## src/rtl/pe_pkg.sv

```systemverilog
// Shared PE package: controller state encoding, config field layout and a config decoder.
// Used by both the stream driver and the PE itself.
package pe_pkg;

    localparam int CFG_W        = 13;
    localparam int CFG_DW_BIT   = 12;
    localparam int CFG_RS_LSB   = 10;
    localparam int CFG_MODE_BIT = 9;
    localparam int CFG_P_LSB    = 7;
    localparam int CFG_F_LSB    = 2;
    localparam int CFG_Q_LSB    = 0;

    typedef enum logic [2:0] {
        S_IDLE   = 3'd0,
        S_CFG    = 3'd1,
        S_FILTER = 3'd2,
        S_IFMAP  = 3'd3,
        S_IPSUM  = 3'd4,
        S_OPSUM  = 3'd5,
        S_DONE   = 3'd6
    } pe_state_e;

    typedef struct packed {
        logic       depthwise;
        logic       mode;
        logic [2:0] p;
        logic [2:0] q;
        logic [2:0] rs;
        logic [4:0] f;
    } pe_cfg_t;

    // Counts come out already biased by one so callers never see the -1 encoding.
    function automatic pe_cfg_t decode_cfg(input logic [CFG_W-1:0] c);
        pe_cfg_t r;
        r.depthwise = c[CFG_DW_BIT];
        r.mode      = c[CFG_MODE_BIT];
        r.p         = {1'b0, c[CFG_P_LSB +: 2]} + 3'd1;
        r.q         = {1'b0, c[CFG_Q_LSB +: 2]} + 3'd1;
        r.rs        = {1'b0, c[CFG_RS_LSB +: 2]} + 3'd1;
        r.f         = c[CFG_F_LSB +: 5];
        return r;
    endfunction

endpackage

```

## src/rtl/pe_skid_fifo.sv

```systemverilog
// Two-entry FIFO with registered head; slot 0 is always the head word.
// flush empties it in one cycle without touching the data registers.
module pe_skid_fifo #(
    parameter int DATA_W = 32
) (
    input  logic              clk,
    input  logic              rst,
    input  logic              flush,
    input  logic              push,
    input  logic [DATA_W-1:0] push_data,
    input  logic              pop,
    output logic              out_valid,
    output logic [DATA_W-1:0] out_data,
    output logic [1:0]        count
);

    logic [1:0]        count_q, count_d;
    logic [DATA_W-1:0] d0_q, d0_d, d1_q, d1_d;

    always_ff @(posedge clk) begin
        if (rst) begin
            count_q <= '0;
            d0_q    <= '0;
            d1_q    <= '0;
        end else begin
            count_q <= count_d;
            d0_q    <= d0_d;
            d1_q    <= d1_d;
        end
    end

    always_comb begin
        count_d = count_q;
        d0_d    = d0_q;
        d1_d    = d1_q;
        case ({push, pop})
            2'b10: begin
                if (count_q == 2'd0) d0_d = push_data;
                else                 d1_d = push_data;
                count_d = count_q + 2'd1;
            end
            2'b01: begin
                d0_d    = d1_q;
                count_d = count_q - 2'd1;
            end
            2'b11: begin
                if (count_q == 2'd1) begin
                    d0_d = push_data;
                end else begin
                    d0_d = d1_q;
                    d1_d = push_data;
                end
            end
            default: ;
        endcase
        if (flush) count_d = '0;
    end

    assign out_valid = (count_q != 2'd0);
    assign out_data  = d0_q;
    assign count     = count_q;

endmodule

```

## src/rtl/pe_stream_driver.sv

```systemverilog
// Feeds one PE pass: filter, then per column ifmap/ipsum out and opsum back to the buffer.
// Optional DRV_ZERO_IPSUM_EN adds first_pass, which replaces ipsum reads with zero words.
module pe_stream_driver
    import pe_pkg::*;
#(
    parameter int ADDR_W = 12,
    parameter int DATA_W = 32,
    parameter int CFG_W  = 13
) (
    input  logic              clk,
    input  logic              rst,
    input  logic              start,
`ifdef DRV_ZERO_IPSUM_EN
    input  logic              first_pass,
`endif
    input  logic [CFG_W-1:0]  cfg,
    input  logic [ADDR_W-1:0] filter_base,
    input  logic [ADDR_W-1:0] ifmap_base,
    input  logic [ADDR_W-1:0] ipsum_base,
    input  logic [ADDR_W-1:0] opsum_base,
    output logic              busy,
    output logic              done,
    output logic              pe_en,
    output logic [CFG_W-1:0]  pe_config,
    output logic [DATA_W-1:0] filter,
    output logic [DATA_W-1:0] ifmap,
    output logic [DATA_W-1:0] ipsum,
    output logic              filter_valid,
    output logic              ifmap_valid,
    output logic              ipsum_valid,
    input  logic              filter_ready,
    input  logic              ifmap_ready,
    input  logic              ipsum_ready,
    input  logic [DATA_W-1:0] opsum,
    input  logic              opsum_valid,
    output logic              opsum_ready,
    output logic              rd_en,
    output logic [ADDR_W-1:0] rd_addr,
    input  logic [DATA_W-1:0] rd_data,
    output logic              wr_en,
    output logic [ADDR_W-1:0] wr_addr,
    output logic [DATA_W-1:0] wr_data
);

    localparam int CNT_W = 6;

    pe_state_e         state_q, state_d;
    logic [CFG_W-1:0]  cfg_q, cfg_d;
    logic [4:0]        col_q, col_d;
    logic [CNT_W-1:0]  fetch_q, fetch_d, beat_q, beat_d;
    logic              rd_pend_q, rd_pend_d;
    logic              zero_q, zero_d;

    pe_cfg_t           dec;
    logic              cfg_mode_unused;
    logic [2:0]        nps;
    logic [5:0]        ncol;
    logic [CNT_W-1:0]  target;
    logic              send, chan_ready, zero_mode, pop, beat, last_beat, rd_issue;
    logic [2:0]        occupancy;
    logic              head_valid;
    logic [DATA_W-1:0] head_data;
    logic [1:0]        fifo_cnt;
    logic [ADDR_W-1:0] col_nps, rd_addr_raw;

    always_comb begin
        dec             = decode_cfg(cfg_q);
        cfg_mode_unused = dec.mode;
        nps             = dec.depthwise ? dec.q : dec.p;
        ncol            = {1'b0, dec.f} + 6'd1;
    end

    pe_skid_fifo #(.DATA_W(DATA_W)) u_fifo (
        .clk       (clk),
        .rst       (rst),
        .flush     (state_q == S_IDLE),
        .push      (rd_pend_q),
        .push_data (rd_data),
        .pop       (pop),
        .out_valid (head_valid),
        .out_data  (head_data),
        .count     (fifo_cnt)
    );

    always_ff @(posedge clk) begin
        if (rst) begin
            state_q   <= S_IDLE;
            cfg_q     <= '0;
            col_q     <= '0;
            fetch_q   <= '0;
            beat_q    <= '0;
            rd_pend_q <= 1'b0;
            zero_q    <= 1'b0;
        end else begin
            state_q   <= state_d;
            cfg_q     <= cfg_d;
            col_q     <= col_d;
            fetch_q   <= fetch_d;
            beat_q    <= beat_d;
            rd_pend_q <= rd_pend_d;
            zero_q    <= zero_d;
        end
    end

    // Handshake: a beat is valid && ready on the active channel; valid holds until it lands.
    always_comb begin
        state_d    = state_q;
        cfg_d      = cfg_q;
        col_d      = col_q;
        zero_d     = zero_q;
        target     = '0;
        send       = 1'b0;
        chan_ready = 1'b0;
        case (state_q)
            S_FILTER: begin
                send       = 1'b1;
                target     = {3'b0, dec.p} * {3'b0, dec.rs};
                chan_ready = filter_ready;
            end
            S_IFMAP: begin
                send       = 1'b1;
                target     = (col_q == 5'd0) ? {3'b0, dec.rs} : 6'd1;
                chan_ready = ifmap_ready;
            end
            S_IPSUM: begin
                send       = 1'b1;
                target     = {3'b0, nps};
                chan_ready = ipsum_ready;
            end
            S_OPSUM: target = {3'b0, nps};
            default: ;
        endcase

        zero_mode = (state_q == S_IPSUM) && zero_q;
        pop       = send && !zero_mode && head_valid && chan_ready;
        if (zero_mode)    beat = chan_ready;
        else if (send)    beat = pop;
        else              beat = (state_q == S_OPSUM) && opsum_valid;
        last_beat = beat && (beat_q == target - 6'd1);

        // Counting this cycle's pop keeps the read pipe full under continuous ready.
        occupancy = {1'b0, fifo_cnt} + {2'b0, rd_pend_q} - {2'b0, pop};
        rd_issue  = send && !zero_mode && (fetch_q < target) && (occupancy < 3'd2);
        rd_pend_d = rd_issue;
        fetch_d   = fetch_q + {5'b0, rd_issue};
        beat_d    = beat_q + {5'b0, beat};

        case (state_q)
            S_IDLE: if (start) begin
                state_d = S_CFG;
                cfg_d   = cfg;
`ifdef DRV_ZERO_IPSUM_EN
                zero_d  = first_pass;
`endif
            end
            S_CFG: begin
                state_d = S_FILTER;
                col_d   = '0;
            end
            S_FILTER: if (last_beat) state_d = S_IFMAP;
            S_IFMAP:  if (last_beat) state_d = S_IPSUM;
            S_IPSUM:  if (last_beat) state_d = S_OPSUM;
            S_OPSUM: if (last_beat) begin
                if (({1'b0, col_q} + 6'd1) < ncol) begin
                    state_d = S_IFMAP;
                    col_d   = col_q + 5'd1;
                end else begin
                    state_d = S_DONE;
                end
            end
            S_DONE:  state_d = S_IDLE;
            default: state_d = S_IDLE;
        endcase

        if (state_d != state_q) begin
            fetch_d = '0;
            beat_d  = '0;
        end
    end

    always_comb begin
        col_nps = ADDR_W'(col_q) * ADDR_W'(nps);
        case (state_q)
            S_FILTER: rd_addr_raw = filter_base + ADDR_W'(fetch_q);
            S_IFMAP:  rd_addr_raw = (col_q == 5'd0) ? ifmap_base + ADDR_W'(fetch_q)
                                  : ifmap_base + ADDR_W'(col_q) + ADDR_W'(dec.rs) - ADDR_W'(1);
            S_IPSUM:  rd_addr_raw = ipsum_base + col_nps + ADDR_W'(fetch_q);
            default:  rd_addr_raw = '0;
        endcase

        busy         = (state_q != S_IDLE);
        done         = (state_q == S_DONE);
        pe_en        = (state_q == S_CFG);
        pe_config    = cfg_q;
        rd_en        = rd_issue;
        rd_addr      = rd_issue ? rd_addr_raw : '0;
        filter_valid = (state_q == S_FILTER) && head_valid;
        ifmap_valid  = (state_q == S_IFMAP) && head_valid;
        ipsum_valid  = (state_q == S_IPSUM) && (zero_q || head_valid);
        filter       = (state_q == S_FILTER) ? head_data : '0;
        ifmap        = (state_q == S_IFMAP) ? head_data : '0;
        ipsum        = (state_q == S_IPSUM && !zero_q) ? head_data : '0;
        opsum_ready  = (state_q == S_OPSUM);
        wr_en        = (state_q == S_OPSUM) && opsum_valid;
        wr_addr      = wr_en ? opsum_base + col_nps + ADDR_W'(beat_q) : '0;
        wr_data      = wr_en ? opsum : '0;
    end

endmodule

```

## config.mk

```make
export PLATFORM = sky130hd
export DESIGN_NAME = pe_stream_driver
export DESIGN_NICKNAME = d
export VERILOG_FILES = /design/src/rtl/pe_pkg.sv /design/src/rtl/pe_skid_fifo.sv /design/src/rtl/pe_stream_driver.sv
export SDC_FILE = /design/constraint.sdc
export NUM_CORES = 1
export LEC_CHECK = 0
export ABC_CLOCK_PERIOD_IN_PS = 12300
export BUFFER_PORTS_ARGS = -buffer_cell sky130_fd_sc_hd__buf_2
export CAP_MARGIN = 20
export CORE_ASPECT_RATIO = 0.6
export CORE_MARGIN = 8
export CORE_UTILIZATION = 40
export DETAILED_ROUTE_END_ITERATION = 6
export PLACE_DENSITY = 0.66
export SLEW_MARGIN = 20
export SYNTH_ARGS = -nofsm -noshare
export SYNTH_HDL_FRONTEND = slang
export SYNTH_SLANG_ARGS = --single-unit
```

## constraint.sdc

```tcl
create_clock -name clk -period 12.3 [get_ports clk]
set_input_delay 3.075 -clock clk [delete_from_list [all_inputs] [get_ports clk]]
set_output_delay 3.075 -clock clk [all_outputs]
set_load 0.02 [all_outputs]
```

==> results.cfg <==
[outcome]
outcome = completed

[die]
io_pins = 306
core_area_um2 = 22900
die_w_um = 212
die_area_um2 = 28300
rows = 43
die_h_um = 134
initial_core_util_pct = 40.4

[cells_and_area]
syn_to_final_growth_pct = 22.9
nFillCells = 2220
fin_nets = 1720
post-route-util_pct = 49.6
drive_gt1_share_pct = 23.9
stdcell_count = 1783

[timing]
skew_ns = 0.0122
rsz0062_at_grt = no
finalSetupTns_ns = 0
final-setup-viol-count = 0
drv_slew = 0
fmax_mhz = 107
relSlewSlack_pct = 32.4
fin_crit_ns = 9.34
worstMarginPinSlew_ns = 1.01
layout_setup_ws_ns = 2.96
hold_viol = 0
post-route-period-util_pct = 75.9

[routing]
drt_iter0_markers = 743
ant_nets = 0
wl_per_cell_um = 17.9
first_pass_iters = 5
drc = 0
via_count = 9324
vias_per_cell = 5.23
wirelength_mm = 31.9

[logic_synthesis]
synth_top_family_by_area = simple AND/OR/NAND/NOR gates
synthDistinctLibCells = 64
yosysWarnings = 0
synth_top_area_share_pct = 21.7
synthMuxAreaShare_pct = 0.692
yosysTopAreaCell = dfxtp_1
yosysSeqAreaShare_pct = 21.7
netlist_area_um2 = 9230
synth_xor_area_share_pct = 6.55
synth_compound_area_share_pct = 19.2
synthAdderAreaFrac_pct = 19.1
synth_edf_count = 0
syn_inst = 1200
synthesis.nets = 1457
async_flop_share_pct = 0
yosys_register_bits = 100
ys.flop_type = dfxtp_1
synth.area.top_cells = dfxtp_1 (22%), ha_1 (13%), and2_1 (9.9%), nand2_1 (5.7%), fa_1 (5.6%)
synthSimpleGateAreaFrac_pct = 25.8
avgSynthCellArea_um2 = 7.69

[worst_hold_path]
hold_class = reg -> reg

[clock_tree]
ctsHoldBuffers = 0
cts_buffers = 9
clockBufferDepth = 2
cts-htree-levels = 3
cts_sinks = 100
path_clk_slew_ns = 0.06
cts-resized-gates = 0
cts_root_buffer = clkbuf_16
cts_setup_buffers = 0
clk_latency_ns = 0.35
cts_tree = done

[critical_path]
ff2ff_setup_slack_ns = 7.37
cp-start-kind = primary input
crit_arrival_ns = 6.26
cp.required_ns = 9.22
slowest_delay_ns = 0.48
worst-path-buf-inv = 4
crit_chain = buf_2, inv_1, ha_1, inv_1, fa_1, ha_1, fa_1, a21oi_1, o2111ai_1, a41oi_1, xnor2_1, o22ai_1, xor2_1, nand2_1, a21oi_1, buf_2
endpoint_kind = output pin
critPathTopFamily = adder cells
critPathKind = in -> out
cp_slowest_cell = fa_1
cp_max_fo = 3

[grt]
grt_use_met3_pct = 6.10
met2_usage_pct = 31.5
grt_pass1_wl_mm = 49.0
grt_usage_pct = 21.7
busiest_layer = met1
grt_antenna_before_repair = 4
first_global_vias = 8618
grt_max_degree = 93
grt-ovfl-total = 0
grt_util_met1_pct = 31.8

[job]
cap_violations = 0

[placed_design]
dp_hpwl_mm = 25.6
pre_cts_ws_ns = 2.95
placed_cells = 1767
place_congestion = 0.961
io_buffer_count = 305

[pwr]
powerDensity_nw_per_um2 = 70.5
ir_drop_mv = 0.0614
p_total_mw = 0.799
power_leakage_nw = 5.68
tightest hold or removal path, delay by kind of cell, from the launching register on:
kind,cells,cell delay (ns)
AO/OA/AOI/OAI,1,0.05
AND/OR/NAND/NOR,1,0.05
flip-flops,1,0.31
flip-flops by register name, summed over array words and instances (netlist names), 2 cells and up:
| register | cells |
|---|---|
| col_q | 5 |
| beat_q | 6 |
| u_fifo.count | 2 |
| pe_config | 13 |
| u_fifo.d1_q | 32 |
| fetch_q | 6 |
| u_fifo.out_data | 32 |
| state_q | 3 |
layout by cell type, fill, tap and decap left out, types with 5 or more instances in the layout:
| master | n |
|---|---|
| a211oi_1 | 34 |
| a21o_1 | 23 |
| a21oi_1 | 84 |
| a22oi_1 | 41 |
| a31oi_1 | 5 |
| and2_1 | 146 |
| and3_1 | 5 |
| buf_2 | 304 |
| buf_4 | 13 |
| clkbuf_16 | 9 |
| dfxtp_1 | 100 |
| fa_1 | 26 |
| ha_1 | 99 |
| inv_1 | 100 |
| nand2_1 | 140 |
| nand3_1 | 24 |
| nand4_1 | 5 |
| nor2_1 | 88 |
| nor2b_1 | 9 |
| nor3_1 | 16 |
| o21ai_0 | 23 |
| o21bai_1 | 9 |
| or3_1 | 6 |
| xnor2_1 | 43 |
| xor2_1 | 26 |
where the power goes:
part	internal, mW	total, mW	leakage, nW	switching (mW)
registers	0.331	0.340	0.808	0.00874
clock network	0.158	0.290	0.135	0.132
logic	0.0691	0.169	4.73	0.0998
synthesized netlist by cell type, types with 3 or more instances:
cell type    n
o2111ai_1    4
clkbuf_1    56
mux2_2       3
a222oi_1     3
o211ai_1     4
a21oi_1     85
fa_1        26
or3_1        6
nand3_1     24
and3_1       5
a211oi_1    34
inv_1      100
nor4b_1      4
mux2i_1      3
a41oi_1      4
o21a_1       3
nand4_1      5
or2_2        4
a22oi_1     41
o311ai_0     3
nand2b_1     4
a31oi_1      5
nor3b_1      4
xnor2_1     43
nand2_1    140
nor2_1      88
buf_2        8
a21o_1      23
dfxtp_1    100
nor3_1      16
a2111oi_0    3
and2_1     146
ha_1        99
o21bai_1     9
a221oi_1     3
o21ai_0     23
nor2b_1      9
o31ai_1      3
xor2_1      26
per-layer routing:
metal	vias up	share of wire (%)
li1	4610	-
met1	4320	49
met2	369	41
met3	23	9.6
met4	2	0.74
met5	-	0.025
area by class of cell:
class / count / area (um2) / area share (%)
diodes: 1 / 2.50 / 0.0221
clock buffers: 10 / 229 / 2.02
clock inverters: 5 / 62.6 / 0.552
inverters: 100 / 375 / 3.31
multi-input cells: 934 / 6630 / 58.4
flip-flops and latches: 100 / 2000 / 17.7
well taps: 315 / 394 / 3.48
repair buffers: 318 / 1650 / 14.5
kinds of logic after synthesis:
| kind of cell | after synthesis |
|---|---|
| buffers and inverters | 166 |
| flip-flops | 100 |
| multiplexers | 6 |
| AND/OR/NAND/NOR | 469 |
| XOR/XNOR | 69 |
| adder cells (fa/ha/maj) | 125 |
| AO/OA/AOI/OAI | 265 |
per-stage QoR:
step                      cell area, um2  hold WS [ns]
after floorplan                     9230         0.436
after global placement             11000         0.441
after detailed placement           11000         0.446
after CTS                          11300         0.457
after global routing               11300         0.468
final                              11300         0.452
final timing paths:
| check | start | end | depth (start not counted) |
|---|---|---|---|
| max | ifmap_base[1] | rd_addr[11] | 16 |
| min | u_fifo.d1_q[29] | u_fifo.d1_q[29] | 2 |
| max reg2reg | pe_config[10] | fetch_q[5] | 18 |
| min reg2reg | u_fifo.d1_q[29] | u_fifo.d1_q[29] | 2 |
No activity file was read; power rests on OpenSTA's default activity.
